File: src/rtl/fetch_unit_if.sv
// Bundles the icache request/response and the decode-stage handshake/redirect
// signals seen by the instruction fetch unit.
interface fetch_unit_if;
    logic        ihit;
    logic [31:0] iload;
    logic        imemREN;
    logic [31:0] imemaddr;
    logic [31:0] instr;
    logic        instr_valid;
    logic [31:0] npc;
    logic        dec_ready;
    logic [1:0]  PCSrc;
    logic        branch_taken;
    logic [15:0] imm16;
    logic [25:0] j_addr26;
    logic [31:0] jr_addr;
    logic        halt;
    logic [31:0] fetch_count;

    modport master (
        input  ihit, iload, dec_ready, PCSrc, branch_taken, imm16, j_addr26, jr_addr, halt,
        output imemREN, imemaddr, instr, instr_valid, npc, fetch_count
    );

    modport slave (
        output ihit, iload, dec_ready, PCSrc, branch_taken, imm16, j_addr26, jr_addr, halt,
        input  imemREN, imemaddr, instr, instr_valid, npc, fetch_count
    );
endinterface

File: src/rtl/fetch_unit.sv
// Instruction fetch: owns the PC, requests words from the icache, hands them to
// decode and follows the decoded redirect to form the next PC.
module fetch_unit #(
    parameter logic [31:0] PC_INIT = 32'h0000_0000
) (
    input  logic         CLK,
    input  logic         RST,
    fetch_unit_if.master bus
);

    typedef enum logic [1:0] {
        FETCH  = 2'd0,
        VALID  = 2'd1,
        HALTED = 2'd2
    } state_t;

    state_t      state_q, state_d;
    logic [31:0] pc_q, pc_d;
    logic [31:0] instr_q, instr_d;
    logic [31:0] fetch_count_q, fetch_count_d;

    logic [31:0] pc_plus4;
    logic [31:0] branch_off;
    logic [31:0] next_pc;

    always_comb begin
        pc_plus4   = pc_q + 32'd4;
        branch_off = {{14{bus.imm16[15]}}, bus.imm16, 2'b00};
        next_pc    = pc_plus4;
        unique case (bus.PCSrc)
            2'd0: next_pc = pc_plus4;
            2'd1: next_pc = bus.branch_taken ? (pc_plus4 + branch_off) : pc_plus4;
            2'd2: next_pc = {pc_plus4[31:28], bus.j_addr26, 2'b00};
            2'd3: next_pc = {bus.jr_addr[31:2], 2'b00};
            default: next_pc = pc_plus4;
        endcase
    end

    // Halt still commits the redirect target; it only stops the next fetch.
    always_comb begin
        state_d       = state_q;
        pc_d          = pc_q;
        instr_d       = instr_q;
        fetch_count_d = fetch_count_q;
        unique case (state_q)
            FETCH: begin
                if (bus.ihit) begin
                    instr_d = bus.iload;
                    state_d = VALID;
                end
            end
            VALID: begin
                if (bus.dec_ready) begin
                    pc_d = next_pc;
                    if (fetch_count_q != 32'hFFFF_FFFF) begin
                        fetch_count_d = fetch_count_q + 32'd1;
                    end
                    state_d = bus.halt ? HALTED : FETCH;
                end
            end
            HALTED: begin
                state_d = HALTED;
            end
            default: begin
                state_d = FETCH;
            end
        endcase
    end

    always_ff @(posedge CLK or posedge RST) begin
        if (RST) begin
            state_q       <= FETCH;
            pc_q          <= PC_INIT;
            instr_q       <= 32'd0;
            fetch_count_q <= 32'd0;
        end else begin
            state_q       <= state_d;
            pc_q          <= pc_d;
            instr_q       <= instr_d;
            fetch_count_q <= fetch_count_d;
        end
    end

    // Outputs depend on registered state only, so no input reaches them in the same cycle.
    assign bus.imemREN     = (state_q == FETCH);
    assign bus.imemaddr    = pc_q;
    assign bus.instr       = instr_q;
    assign bus.instr_valid = (state_q == VALID);
    assign bus.npc         = pc_plus4;
    assign bus.fetch_count = fetch_count_q;

endmodule

File: src/flat_wrapper.sv
// flat-port wrapper written by rule: the top's interface ports become plain ports
module fetch_unit_flat 
#(
    parameter logic [31:0] PC_INIT = 32'h0000_0000
)
  (CLK, RST, bus_ihit, bus_iload, bus_dec_ready, bus_PCSrc, bus_branch_taken, bus_imm16, bus_j_addr26, bus_jr_addr, bus_halt, bus_imemREN, bus_imemaddr, bus_instr, bus_instr_valid, bus_npc, bus_fetch_count);
  fetch_unit_if bus_i ();
  input  logic CLK;
  input  logic RST;
  input wire logic [$bits(bus_i.ihit)-1:0] bus_ihit;
  input wire logic [$bits(bus_i.iload)-1:0] bus_iload;
  input wire logic [$bits(bus_i.dec_ready)-1:0] bus_dec_ready;
  input wire logic [$bits(bus_i.PCSrc)-1:0] bus_PCSrc;
  input wire logic [$bits(bus_i.branch_taken)-1:0] bus_branch_taken;
  input wire logic [$bits(bus_i.imm16)-1:0] bus_imm16;
  input wire logic [$bits(bus_i.j_addr26)-1:0] bus_j_addr26;
  input wire logic [$bits(bus_i.jr_addr)-1:0] bus_jr_addr;
  input wire logic [$bits(bus_i.halt)-1:0] bus_halt;
  output wire logic [$bits(bus_i.imemREN)-1:0] bus_imemREN;
  output wire logic [$bits(bus_i.imemaddr)-1:0] bus_imemaddr;
  output wire logic [$bits(bus_i.instr)-1:0] bus_instr;
  output wire logic [$bits(bus_i.instr_valid)-1:0] bus_instr_valid;
  output wire logic [$bits(bus_i.npc)-1:0] bus_npc;
  output wire logic [$bits(bus_i.fetch_count)-1:0] bus_fetch_count;
  assign bus_i.ihit = bus_ihit;
  assign bus_i.iload = bus_iload;
  assign bus_i.dec_ready = bus_dec_ready;
  assign bus_i.PCSrc = bus_PCSrc;
  assign bus_i.branch_taken = bus_branch_taken;
  assign bus_i.imm16 = bus_imm16;
  assign bus_i.j_addr26 = bus_j_addr26;
  assign bus_i.jr_addr = bus_jr_addr;
  assign bus_i.halt = bus_halt;
  assign bus_imemREN = bus_i.imemREN;
  assign bus_imemaddr = bus_i.imemaddr;
  assign bus_instr = bus_i.instr;
  assign bus_instr_valid = bus_i.instr_valid;
  assign bus_npc = bus_i.npc;
  assign bus_fetch_count = bus_i.fetch_count;
  fetch_unit #(.PC_INIT(PC_INIT)) u_core (.CLK(CLK), .RST(RST), .bus(bus_i));
endmodule
File: config.mk
export PLATFORM = sky130hd
export DESIGN_NAME = fetch_unit_flat
export DESIGN_NICKNAME = d
export VERILOG_FILES = /design/src/rtl/fetch_unit_if.sv /design/src/rtl/fetch_unit.sv /design/src/flat_wrapper.sv
export SDC_FILE = /design/constraint.sdc
export NUM_CORES = 1
export LEC_CHECK = 0
export BUFFER_PORTS_ARGS = -buffer_cell sky130_fd_sc_hd__buf_2
export CAP_MARGIN = 25
export CORE_MARGIN = 3
export CORE_UTILIZATION = 55
export CTS_CLUSTER_DIAMETER = 80
export DETAILED_ROUTE_END_ITERATION = 7
export GPL_TIMING_DRIVEN = 0
export PLACE_DENSITY = 0.87
export SYNTH_ARGS = -nofsm -noshare
export SYNTH_HDL_FRONTEND = slang
export SYNTH_SLANG_ARGS = --single-unit
File: constraint.sdc
create_clock -name CLK -period 7.8 [get_ports CLK]
set_clock_uncertainty 0.1 [all_clocks]
set_input_delay 0.78 -clock CLK [delete_from_list [all_inputs] [get_ports CLK]]
set_output_delay 0.78 -clock CLK [all_outputs]
set_load 0.02 [all_outputs]
### Yosys cells after proc, flatten, opt, wreduce, memory -nomap -nowiden

Index checks and enable logic that the tools add are counted.

| cells by class | value |
|---|---|
| multiply operators | 0 |
| multiplexer cells | 6 |
| shift-type cells | 0 |
| add/sub/neg operators | 3 |
| equality and inequality tests | 8 |
| bitwise logic cells | 0 |
| reduce and logical (&&, ||, !) cells | 6 |
| order comparisons | 0 |
| divide/modulo/power cells | 0 |

Operators by type and width:

| operator | number |
|---|---|
| $pmux 32 s4 | 1 |
| $add 32x1->32 const B | 1 |
| $add 32x3->32 const B | 1 |
| $add 32x32->32 | 1 |
| $mux 32 | 1 |
| $ne 32x32->1 const B | 1 |
| $eq 2x2->1 const B | 3 |
| $mux 2 | 3 |
| $pmux 2 s3 | 1 |
| $reduce_and 2->1 | 3 |
| $eq 2x1->1 const B | 2 |
| $logic_not 2->1 | 2 |
| $ne 2x2->1 const B | 2 |
| $reduce_and 3->1 | 1 |

| word-level totals | value |
|---|---|
| input bits | 114 |
| memories kept | 0 |
| register bits after elaboration | 98 |
| output and inout port bits | 130 |
| bits in latches | 0 |
| word-level logic and storage cells | 27 |
| memory bits (writable) | 0 |
| ROM bits | 0 |

### Logic depth before layout (Yosys ltp)

| logic depth | value |
|---|---|
| depth in word-level cells | 4 |
| depth in mapped cells | 18 |
| mapped depth without buffers | 16 |

### Worst setup path after synthesis

Ideal clock, no wire load.

| path | value |
|---|---|
| kind | register to register |
| start | register u_core.pc_q[5] (netlist: u_core.bus.imemaddr[5]) |
| end | register u_core.pc_q[28] (netlist: u_core.bus.imemaddr[28]) |
| data required time | 7618 ps |
| setup slack | 3449 ps |
| cell stages (with the launch flop) | 18 |
| setup time | 82 ps |
| path buffers | 3 |
| data arrival time | 4169 ps |
| period minus slack after synthesis | 4351 ps |
| cells stage by stage | dfrtp_1 clkbuf_1 nand4_1 nor3_1 and2_1 clkbuf_1 nand2_1 xnor2_1 ha_1 clkbuf_1 a21o_1 a21oi_1 or2b_1 o2111ai_2 a31o_1 and2_4 or4_1 a31oi_1 |

| on the way | value |
|---|---|
| cells in the longest elaborated chain, start to end | 4 |

RTL lines:

| item | line | RTL |
|---|---|---|
| start: declaration | fetch_unit.sv:18 | `logic [31:0] pc_q, pc_d;` |
| start signal: assignment | fetch_unit.sv:78 | `pc_q <= pc_d;` |
| $add 32x3->32 | fetch_unit.sv:27 | `pc_plus4 = pc_q + 32'd4;` |
| via bus_npc[19] | flat_wrapper.sv:23 | `output wire logic [$bits(bus_i.npc)-1:0] bus_npc;` |
| $add 32x32->32 | fetch_unit.sv:32 | `2'd1: next_pc = bus.branch_taken ? (pc_plus4 + branch_off) : pc_plus4;` |
| $mux 32 | fetch_unit.sv:32 |  |
| $pmux 32 s4 | fetch_unit.sv:30 | `unique case (bus.PCSrc)` |

The timed path passes the listed nets, and every way through them passes these cells.
A chain may end at the register's enable or synchronous reset.

### Worst setup path after layout

| path | value |
|---|---|
| start | register u_core.pc_q[5] (netlist: u_core.bus.imemaddr[5]) |
| end | register u_core.pc_q[31] (netlist: u_core.bus.imemaddr[31]) |

| on the way | value |
|---|---|
| cells in the longest elaborated chain, start to end | 4 |

RTL lines:

| item | line |
|---|---|
| $add 32x3->32 (*) | fetch_unit.sv:27 |
| $add 32x32->32 | fetch_unit.sv:32 |
| $mux 32 | fetch_unit.sv:32 |
| $pmux 32 s4 (*) | fetch_unit.sv:30 |

Every way passes the cells marked *; elsewhere a longest branch is shown, timed or not.

==> impl_results.md <==
* Final setup fails at 0
* Largest net degree at the start of global routing at 53
* Slew headroom at 0.382
* Die Y-Extent at between 100 and 150 um
* DR iter-0 viols at approximately 650
* Remaining DRCs at 0
* Area growth from synthesis to layout at 25.1%
* Fill cell count at 960
* Post-cts resize count at 0
* Most common cell after layout, fill and taps aside: buf_2
* CTS root buffer: clkbuf_16
* Number of nets in the layout at about 1200
* Critical path class: reg2reg
* Internal at a little under 800 uW
* H-tree Lvls at 3
* Post-Synthesis Mean Instance Area at roughly 9.1 um^2
* Mapped Area at 0.00690 mm^2
* Hold Vio Cnt, Final at 0
* Vias per cell at about 6
* Core area at ~0.012 mm^2
* WL/cell at 19.0 um
* Leakage at roughly 4.5 nW
* Routed Antenna Nets at 0
* Vias at between 7000 and 8000
* Maximum vdd drop at between 0.00008 and 0.00009 V
* Sw Share at 0.270
* Drt total wl at around 23000 um
* First-pass DRT Iterations at 6
* CTS tree: yes
* PwrDens at 123 mW/mm^2
* Port buffer count at 237
* Setup TNS at 0 ns
* Max Cap Violations at 0
* Die Width at roughly 120 um
* Slew Limit Fails at 0
* NetSw at approximately 290 uW
* Worst EP required at a little under 8 ns
* Post-DP HPWL at around 17000 um
* GP Congestion at slightly below 1
* Post-synthesis sequential area ratio at 0.348
* Total GRT Usage at 0.312
* YS warnings at 0
* Worst skew pair latency at ~0.34 ns
* Hold slack at 0.388 ns
* # hold bufs at CTS at 0
* Vias in the first global route at 6752
* Layout cell share with drive strength beyond 1 at 0.324
* Crit path launch type: register
* Io pins at ~240
* Setup repair after global routing missed its margin: false
* Crit path max fanout at 7
* Achievable clock frequency at 203 MHz
* Grt ovf at 0
* Async S/R FF share, synth at 1.00
* Die footprint at 0.0139 mm^2
* Post-synth EDFFs at 0
* Yosys cell types at 61
* Initial core utilization at 0.568
* Critical R2R Launch: u_core.bus.imemaddr[5]
* Synth Instances at ~760
* Hold path start: u_core.bus.fetch_count[27]
* Crit path arrival time at about 5.1 ns
* Clk pwr share at 0.409
* Crit. End Element: register
* Post-Layout Cell Count at approximately 1200
* Num CTS Buffers at 9
* Predominant post-synthesis flop cell: dfrtp_1
* Crit path time final at ~4.9 ns
* Crit path from: u_core.bus.imemaddr[5]
* # rows at 40
* Final Cycle Share at 0.633
* Initial antenna violation count at 5
* Worst-path clk slew at approximately 0.07 ns
* Dpl cells at between 1000 and 1500
* Sink Count at 96
* Combinational Power Share at 0.124
* Flops & latches, synth at 96
* Most frequent cells in the layout: 237 x buf_2, 96 x dfrtp_1, 75 x nand2_1
* Outcome: finished clean
* Longest Clk Path Bufs at 2
* Worst-margin pin slew at 0.920 ns
* First-pass GRT wire length at 35100 um
* Flop pwr share at 0.467
* Post-CTS setup buffers at 0
* Type of the worst min-delay path: reg2reg
[Yosys cell counts, types with 3 or more instances]
| cell type | number | area [um^2] |
|---|---|---|
| xor2_1 | 23 | 201 |
| o2111ai_1 | 3 | 26.3 |
| o21ai_0 | 53 | 265 |
| and3_1 | 13 | 81.3 |
| and2_1 | 8 | 50.1 |
| a222oi_1 | 3 | 30.0 |
| clkbuf_1 | 26 | 97.6 |
| buf_4 | 4 | 30.0 |
| buf_1 | 5 | 18.8 |
| inv_1 | 16 | 60.1 |
| nor2_1 | 50 | 188 |
| a21o_1 | 8 | 60.1 |
| a211oi_1 | 13 | 97.6 |
| a221oi_1 | 8 | 70.1 |
| dfrtp_1 | 96 | 2400 |
| o211ai_1 | 3 | 22.5 |
| nand3_1 | 34 | 170 |
| o22ai_1 | 4 | 25.0 |
| o21bai_1 | 7 | 52.6 |
| clkbuf_8 | 3 | 41.3 |
| nand2_1 | 75 | 282 |
| nand4_1 | 18 | 113 |
| and4_1 | 8 | 70.1 |
| ha_1 | 36 | 450 |
| nor3_1 | 11 | 55.1 |
| nand2b_1 | 8 | 50.1 |
| mux2_2 | 51 | 574 |
| o21a_1 | 7 | 52.6 |
| mux2i_1 | 7 | 70.1 |
| a31oi_1 | 12 | 75.1 |
| a22oi_1 | 4 | 30.0 |
| a21oi_1 | 42 | 210 |
| a21boi_0 | 3 | 22.5 |
| a22o_1 | 3 | 26.3 |
| nor2b_1 | 6 | 37.5 |
| xnor2_1 | 56 | 490 |
[path summary, 6_finish.rpt]
kind                                               to  slack (ns)  cells after the start
max                           u_core.bus.imemaddr[31]        2.87                     16
max in group asynchronous     u_core.bus.imemaddr[24]        6.55                      3
min reg2reg                u_core.bus.fetch_count[27]        0.39                      1
min in group asynchronous  u_core.bus.fetch_count[30]        0.40                      2
min                        u_core.bus.fetch_count[27]        0.39                      1
max reg2reg                   u_core.bus.imemaddr[31]        2.87                     16
[logic make-up (layout without fill, tap and decap cells)]
kind of cell / count (synthesis) / after routing / synth area share
other: 1 / 8 / 0.000543
adder cells (fa/ha/maj): 37 / 37 / 0.0682
AND/OR/NAND/NOR: 246 / 246 / 0.177
AO/OA/AOI/OAI: 188 / 188 / 0.177
buffers and inverters: 54 / 308 / 0.0359
flip-flops: 96 / 96 / 0.348
XOR/XNOR: 79 / 79 / 0.100
multiplexers: 58 / 58 / 0.0933
[routing by layer]
layer	track usage	vias to the layer above	share of wire
met2	0.511	449	0.47
met5	0	-	0.00057
li1	-	3254	-
met1	0.402	3270	0.39
met4	0.146	2	0.045
met3	0.0572	72	0.099
[sequential cells by signal, indices dropped and copies added (netlist names)]
register	count
u_core.bus.imemaddr	30
u_core.bus.fetch_count	32
u_core.bus.instr	32
u_core.state_q	2
[power groups by stage]
stage	sequential [mW]	clock (mW)	combinational [mW]
detailed placement	0.507	0	0.129
finish	0.497	0.435	0.132
CTS	0.497	0.434	0.130
global placement	0.507	0	0.126
floorplan	0.507	0	0.0746
global route	0.497	0.456	0.144
[layout make-up]
type / count / area [um^2] / share of cell area
clock inverters: 7 / 61.3 / 0.00710
inverters: 16 / 62.6 / 0.00724
multi-input cells: 612 / 4260 / 0.494
repair buffers: 238 / 1210 / 0.141
well taps: 168 / 210 / 0.0243
diodes: 4 / 10.0 / 0.00116
plain buffers: 38 / 188 / 0.0217
flip-flops and latches: 96 / 2400 / 0.278
clock buffers: 9 / 225 / 0.0261
[worst max-delay path, stage by stage (launching register included)]
cell and delay (ns):
dfrtp_1 0.38, clkbuf_1 0.27, nand4_1 0.19, nor3_1 0.78
and3_1 0.45, nand2_1 0.11, xnor2_1 0.36, ha_1 0.39
a211oi_1 0.25, o21bai_1 0.18, a211oi_1 0.24, o21ai_0 0.20
mux2i_1 0.16, a31o_2 0.23, a21oi_1 0.25, mux2i_1 0.23
nor2_1 0.06
[stage by stage]
step / setup slack [ns] / utilization / instance area (um^2) / power (mW)
2_1_floorplan: 3.45 / - / 6910 / 0.582
3_3_place_gp: 3.00 / 0.683 / 8310 / 0.633
3_5_place_dp: 2.98 / 0.686 / 8340 / 0.636
4_1_cts: 2.95 / 0.709 / 8630 / 1.06
5_1_grt: 2.54 / 0.710 / 8640 / 1.10
6_report: 2.87 / 0.710 / 8640 / 1.06
(Power assumes the default switching activity.)
